==> src/rtl/stack_ctrl.sv <==
// LIFO stack controller driving an external two-port memory (write/read port + read-only port).
// Optional STACK_CTRL_ERR_EN: sticky err flag raised by rejected PUSH-when-full / POP-TOP-when-empty.
module stack_ctrl #(
    parameter int N           = 1024,
    parameter int M           = 32,
    parameter int WAIT_CYCLES = 2,
    parameter int IND_SIZE    = $clog2(N)
) (
    input  logic                clock,
    input  logic                reset_n,
    input  logic                op_valid,
    input  logic [1:0]          op,
    input  logic [M-1:0]        op_data,
    output logic                op_ready,
    output logic                done,
    output logic [M-1:0]        res_data,
    output logic                full,
    output logic                empty,
    output logic                err,
    output logic [IND_SIZE-1:0] mem_ind1,
    output logic [IND_SIZE-1:0] mem_ind2,
    output logic [M-1:0]        mem_in,
    output logic                mem_beta,
    input  logic [M-1:0]        mem_out2
);
    localparam int CW = (WAIT_CYCLES > 1) ? $clog2(WAIT_CYCLES) : 1;
    localparam logic [1:0] OP_PUSH = 2'b00;
    localparam logic [1:0] OP_POP  = 2'b01;
    localparam logic [1:0] OP_TOP  = 2'b10;

    typedef enum logic [1:0] {IDLE, WRITE, READ_WAIT, DONE} state_t;

    state_t              state_q;
    logic [IND_SIZE:0]   sp_q;
    logic [IND_SIZE:0]   sp_m1;
    logic [M-1:0]        data_q;
    logic [M-1:0]        res_q;
    logic [CW-1:0]       cnt_q;
    logic                is_pop_q;
    logic                err_q;

    assign full     = (sp_q == (IND_SIZE+1)'(N));
    assign empty    = (sp_q == '0);
    assign sp_m1    = sp_q - 1'b1;
    // Addresses track sp continuously; sp only moves on exit edges, so they stay stable within an op.
    assign mem_ind1 = sp_q[IND_SIZE-1:0];
    assign mem_ind2 = sp_m1[IND_SIZE-1:0];
    assign mem_in   = data_q;
    assign mem_beta = (state_q == WRITE);
    assign op_ready = (state_q == IDLE);
    assign done     = (state_q == DONE);
    assign res_data = res_q;

`ifdef STACK_CTRL_ERR_EN
    assign err = err_q;
`else
    assign err = 1'b0;
`endif

    always_ff @(posedge clock or negedge reset_n) begin
        if (!reset_n) begin
            state_q  <= IDLE;
            sp_q     <= '0;
            data_q   <= '0;
            res_q    <= '0;
            cnt_q    <= '0;
            is_pop_q <= 1'b0;
            err_q    <= 1'b0;
        end else begin
            case (state_q)
                IDLE: begin
                    if (op_valid) begin
                        cnt_q    <= '0;
                        is_pop_q <= (op == OP_POP);
                        state_q  <= DONE;
                        if (op == OP_PUSH) begin
                            if (!full) begin
                                data_q  <= op_data;
                                state_q <= WRITE;
                            end else begin
                                err_q <= 1'b1;
                            end
                        end else if (op == OP_POP || op == OP_TOP) begin
                            if (!empty) state_q <= READ_WAIT;
                            else        err_q   <= 1'b1;
                        end
                    end
                end
                WRITE: begin
                    sp_q    <= sp_q + 1'b1;
                    state_q <= DONE;
                end
                READ_WAIT: begin
                    if (cnt_q == CW'(WAIT_CYCLES-1)) begin
                        res_q   <= mem_out2;
                        if (is_pop_q) sp_q <= sp_m1;
                        state_q <= DONE;
                    end else begin
                        cnt_q <= cnt_q + 1'b1;
                    end
                end
                default: state_q <= IDLE;
            endcase
        end
    end

`ifndef STACK_CTRL_ERR_EN
    // err_q is only observable when the error feature is built in.
    logic unused_err;
    assign unused_err = err_q;
`endif
endmodule

==> config.mk <==
export PLATFORM = sky130hd
export DESIGN_NAME = stack_ctrl
export DESIGN_NICKNAME = d
export VERILOG_FILES = /design/src/rtl/stack_ctrl.sv
export SDC_FILE = /design/constraint.sdc
export NUM_CORES = 1
export LEC_CHECK = 0
export CAP_MARGIN = 20
export CELL_PAD_IN_SITES_DETAIL_PLACEMENT = 0
export CELL_PAD_IN_SITES_GLOBAL_PLACEMENT = 1
export CORE_MARGIN = 2
export CORE_UTILIZATION = 33
export CTS_BUF_LIST = sky130_fd_sc_hd__clkbuf_16
export DETAILED_ROUTE_END_ITERATION = 12
export PLACE_DENSITY = 0.87
export SETUP_SLACK_MARGIN = 0.3
export SYNTH_ARGS = -nofsm -noshare
export SYNTH_HDL_FRONTEND = slang
export SYNTH_SLANG_ARGS = --single-unit
==> constraint.sdc <==
create_clock -name clock -period 2.25 [get_ports clock]
set_input_delay 0.225 -clock clock [delete_from_list [all_inputs] [get_ports clock]]
set_output_delay 0.225 -clock clock [all_outputs]
set_load 0.005 [all_outputs]
==> reports/qor.txt, run 1 <==
status = complete, no violations
GRT Util Overall = 16.2%
standard-cell rows = 38
placed cell count = 570
Buf/Inv on CP = 2
Peak VDD IR = 0.722 mV
arrival time worst endpoint = 2.27 ns
non-filler cells, final = 603
Hold Crit Class = input pin to asynchronous set/reset pin
synth top area cells = dfrtp_1 53%, mux2_4 12%, mux2_2 11%
cells after synthesis = 279
final setup TNS = 0 ns
skew final = 0.0151 ns
Sw Ratio = 30.7%
largest family of logic cells by synthesized area = multiplexers
initial antenna violation count = 0
delay-heaviest family, CP = simple AND/OR/NAND/NOR gates
Post-Synth Simple-Gate Area = 7.30%
Slew Limit Fails = 0
Commonest cells post-synth = 79 x dfrtp_1, 35 x mux2_2, 30 x mux2_4, 12 x buf_4, 10 x inv_1
library cells used by synthesis = 42
Setup CP Type = register to register
Synth Area in Compound Gates = 4.32%
CP max stage delay = 0.43 ns
Async S/R FF share, synth = 100%
Avg Cell Area, Syn = 13.4 um2
count of flip-flops with a built-in enable after synthesis = 0
Synth area leader = dfrtp_1
CTS Buffer Depth = 2
critical path endpoint category = register
CTS clock-pin slew for the worst setup and hold paths = 0.06 ns
initial drt markers = 71
IO Port Bufs = 157
dpl hpwl = 6.70 mm
Die W = 110 um
worst setup path startpoint = sp_q[5]
diodes inserted = 0
max frequency = 484 MHz
crit-path cells = or3_4 -> buf_6 -> o41ai_4 -> nor2_4 -> buf_12 -> mux2_4
crit path time final = 2.07 ns
adder-cell share of the synthesized area = 3.01%
final hold vios = 0
Core ar. = 10900 um2
Routed wire per std cell = 15.8 um
first-pass GRT wire length = 16.1 mm
die area = 12200 um2
Startpoint Class = register
RSZ-0062 raised after global routing = yes
Seq/Total Area, Yosys = 52.9%
#FFs+latches synth = 79
worst-path fanout max = 32
Most used DFF post-synth = dfrtp_1
CTS H-Tree Depth = 3
slowest CP cell = or3_4
clk root buf = clkbuf_16
share of cells above drive strength 1 = 31.5%
Pre-antenna DRT Iters = 4
Comb pwr share = 52.8%
pwr dens = 1410 nW/um2
Post-DRT Antenna Nets = 0
number of global-route vias before repair = 3056
sw power = 2650 uW
maxcap violations = 0
fin nets = 536
post-synth top area share = 52.9%
Worst EP required = 2.46 ns
total wire length = 9.55 mm
final period utilization = 91.9%
Via Count = 2857
Starting Density = 34.2%
DR DRC count = 0
post-DR vias/cell = 4.74
GP Congestion = 0.834
grt total ovfl = 0
largest net degree at the start of global routing = 80
clock sinks = 79
Chip Height = 110 um
Num CTS Buffers = 9
Lkg Pwr = 0.00264 uW
setup violators final = 0
Synthesis Warnings = 0
sequential share of power = 29.3%
P&R area growth vs syn = 63.5%
internal power = 5990 uW
Synthesized Nets = 357
r2r startpoint = sp_q[5]
xor and xnor fraction of the mapped netlist area = 3.98%
CTS tree = done
IO Pins = 159
Clk network pwr share = 17.9%
Syn Std Cell Area = 3740 um2
top-count cell post-synth = dfrtp_1
clock latency on the worst-skew pair = 0.34 ns
post-synthesis mux area share = 22.9%
fillcell total = 946
-- layer usage --
metal  wire length [um]  GRT usage (%)
met1               4050           20.6
met2               4680           26.4
met3                528           3.68
met4                286           7.42
met5                  0              0
-- power by group through the flow --
stage | Clock, uW | Sequential [uW] | Combinational (uW)
after floorplan | 0 | 2590 | 1900
after global placement | 0 | 2500 | 4100
after detailed placement | 0 | 2540 | 4170
after CTS | 1590 | 2530 | 4450
after global routing | 1680 | 2640 | 4900
final | 1550 | 2530 | 4560
-- through the flow --
stage          setup WS, ns  total power, uW  instance area (um2)  hold WS (ns)  util [%]
6_report              0.183             8640                 6110         0.395      55.9
5_1_grt               0.101             9220                 6110         0.447      55.9
4_1_cts               0.141             8570                 5990        0.0966      54.7
3_5_place_dp         0.0830             6720                 5490         0.459      50.2
3_3_place_gp          0.167             6600                 5490         0.448      50.2
2_1_floorplan         0.206             4490                 3760       -0.0706         -
-- layout make-up --
cell class | count | area (um2) | share of cell area, %
Clock inverter | 7 | 93.8 | 1.54
Sequential cell | 79 | 1980 | 32.4
Timing Repair Buffer | 194 | 1880 | 30.8
Clock buffer | 9 | 225 | 3.69
Multi-Input combinational cell | 164 | 1720 | 28.1
Tap cell | 140 | 175 | 2.87
Inverter | 10 | 37.5 | 0.614
-- kinds of logic (layout without fill, tap and decap cells) --
kind of cell | after synthesis | in the layout
compound gates | 21 | 21
xor+xnor | 17 | 17
fa+ha+maj | 9 | 9
buf+inv | 36 | 220
flops | 79 | 79
mux | 66 | 66
other cells | 1 | 1
simple gates | 50 | 50
-- flip-flops by register name, indices dropped and copies added (netlist names) --
register / flops
mem_in: 32
res_data: 32
sp_q: 11
state_q: 2
cnt_q: 1
is_pop_q: 1
-- cell usage in the layout (no fill, tap or decap), types with 4 or more instances in the layout --
| cell type | count |
|---|---|
| ha_1 | 6 |
| mux2_4 | 30 |
| buf_2 | 4 |
| mux2_2 | 35 |
| a21oi_1 | 5 |
| a31oi_1 | 4 |
| inv_1 | 8 |
| nand2_1 | 9 |
| clkbuf_16 | 9 |
| xnor2_1 | 7 |
| dfrtp_1 | 78 |
| clkdlybuf4s50_1 | 146 |
| xor2_1 | 9 |
| buf_6 | 6 |
| buf_4 | 28 |
| nor2_1 | 7 |
-- worst paths after layout --
check                               end  slack, ns  cells after the start
min in group clock         res_data[28]       0.50                      2
hold / removal                  sp_q[2]       0.40                      2
hold reg to reg            res_data[17]       0.50                      1
max in group asynchronous     mem_in[4]       1.24                      3
setup / recovery              mem_in[2]       0.18                      6
setup reg to reg              mem_in[2]       0.18                      6
-- repair_timing --
item                                   CTS  global route
buffers inserted                        10             5
pin swaps                                6             7
endpoints found under the hold margin    0            34
setup endpoints to repair               43            47
gates resized for setup                 44            19
hold buffers                             0             1
gates cloned                             0             0
Note: power is estimated with default switching activity, not from simulation.
==> inputs of run 2 (changes only) <==
--- a/config.mk
+++ b/config.mk
@@ -8,11 +8,10 @@
 export CAP_MARGIN = 20
 export CELL_PAD_IN_SITES_DETAIL_PLACEMENT = 0
 export CELL_PAD_IN_SITES_GLOBAL_PLACEMENT = 1
-export CORE_MARGIN = 2
 export CORE_UTILIZATION = 33
 export CTS_BUF_LIST = sky130_fd_sc_hd__clkbuf_16
 export DETAILED_ROUTE_END_ITERATION = 12
-export PLACE_DENSITY = 0.87
+export PLACE_DENSITY = 0.77
 export SETUP_SLACK_MARGIN = 0.3
 export SYNTH_ARGS = -nofsm -noshare
 export SYNTH_HDL_FRONTEND = slang
==> reports/qor.txt, run 2 (synthesis gave the netlist of run 1 again) <==
Chip Height = 108 um
Clk network pwr share = 16.2%
post-DR vias/cell = 4.71
Via Count = 2851
GRT Util Overall = 16.0%
grt total ovfl = 0
Pre-antenna DRT Iters = 4
worst-path fanout max = 16
setup violators final = 0
Core ar. = 10900 um2
skew final = 0.0116 ns
standard-cell rows = 38
r2r startpoint = sp_q[5]
sequential share of power = 29.9%
commonest cells after routing, fill and taps aside = 146 x clkdlybuf4s50_1, 78 x dfrtp_1, 35 x mux2_2
commonest non-fill, non-tap cell in the layout = clkdlybuf4s50_1
final hold vios = 0
RSZ-0062 raised after global routing = yes
CTS clock-pin slew for the worst setup and hold paths = 0.07 ns
setup slack, reg-to-reg = 0.18 ns
gr busiest metal = met2
diodes inserted = 0
Worst Slack Setup Final = 0.181 ns
slowest CP cell = o41ai_4
clock sinks = 79
first-pass GRT wire length = 14.3 mm
hold_ws = 0.406 ns
largest net degree at the start of global routing = 44
IO Port Bufs = 157
Lkg Pwr = 0.00263 uW
worst-margin pin slew = 0.505 ns
Slew Limit Fails = 0
Place WS = 0.128 ns
GP Congestion = 0.793
number of global-route vias before repair = 2872
final setup TNS = 0 ns
fin nets = 538
crit path time final = 2.07 ns
sw power = 2660 uW
crit-path cells = or3_4 -> buf_6 -> o41ai_4 -> nor2_4 -> buf_12 -> mux2_4
area of placed instances = 5490 um2
arrival time worst endpoint = 2.27 ns
internal power = 5780 uW
Routed wire per std cell = 15.9 um
GR Layer Usage met1 = 20.1%
final instance area = 6100 um2
met3 usage = 4.64%
total wire length = 9.62 mm
reg2reg end = mem_in[11]
CTS H-Tree Depth = 3
status = complete, no violations
final period utilization = 91.9%
IO Pins = 159
Sw Ratio = 31.5%
clk root buf = clkbuf_16
clock latency on the worst-skew pair = 0.33 ns
initial antenna violation count = 0
CP max stage delay = 0.41 ns
Slew headroom = 66.3%
Startpoint Class = register
critical path endpoint category = register
DR DRC count = 0
Hold Crit Class = input pin to asynchronous set/reset pin
P&R area growth vs syn = 63.1%
M2 GR Usage = 26.9%
r2r worst-path depth = 6
Starting Density = 34.2%
max frequency = 483 MHz
dpl hpwl = 6.78 mm
die area = 11800 um2
Post-DRT Antenna Nets = 0
Die W = 108 um
Worst EP required = 2.45 ns
CTS Buffer Depth = 2
Num CTS Buffers = 9
Setup CP Type = register to register
initial drt markers = 71
pwr dens = 1380 nW/um2
Comb pwr share = 53.9%
Peak VDD IR = 0.633 mV
CTS tree = done
share of cells above drive strength 1 = 32.5%
maxcap violations = 0
==> run 2: worst max-delay path, delay by kind of cell (launching register included) <==
kind	cells	cell delay (ns)
buffers and inverters	2	0.32
AND/OR/NAND/NOR	2	0.52
flip-flops	1	0.38
multiplexers	1	0.30
AO/OA/AOI/OAI	1	0.41
==> run 2: cell type report <==
class	instances	area, um2
Timing Repair Buffer	196	1910
Fill cell	961	4840
Sequential cell	79	1980
Tap cell	140	175
Multi-Input combinational cell	164	1710
Clock buffer	9	225
Clock inverter	7	55.1
Inverter	10	40.0
==> run 2: through the flow <==
| stage | utilization, % | power, uW | std cells |
|---|---|---|---|
| final | 55.7 | 8440 | 605 |
| after global routing | 55.7 | 8980 | 605 |
| after CTS | 55.2 | 8420 | 603 |
| after detailed placement | 50.2 | 6690 | 570 |
| after global placement | 50.2 | 6590 | 570 |
| after floorplan | - | 4490 | 279 |
==> run 2: power groups by stage <==
stage / logic (uW) / clock network, uW / registers (uW)
after floorplan: 1900 / 0 / 2590
after global placement: 4080 / 0 / 2510
after detailed placement: 4140 / 0 / 2550
after CTS: 4490 / 1420 / 2520
after global routing: 4880 / 1480 / 2610
final: 4540 / 1370 / 2530
==> run 2: worst max path at each step <==
stage,from,cells after the start,endpoint
2_1_floorplan,sp_q[4],7,mem_in[12]
6_report,sp_q[5],6,mem_in[11]
3_3_place_gp,sp_q[7],3,full
4_1_cts,sp_q[1],6,mem_ind2[5]
5_1_grt,sp_q[1],6,mem_ind2[7]
3_5_place_dp,sp_q[7],3,full
==> run 2: metal layers <==
layer  vias up  wire length, um  part of all wire, %
li1       1327                -                    -
met1      1420             4200                   44
met2        96             4790                   50
met3         8              584                  6.1
met4         0               45                 0.47
met5         -                0                    0
==> run 2: timing repair <==
item | CTS | global route
buffers inserted | 14 | 2
endpoints found under the hold margin | 36 | 0
resized for setup | 46 | 21
pin swaps | 8 | 7
hold buffers | 1 | 0
cloned | 2 | 0
setup endpoints to repair | 44 | 44
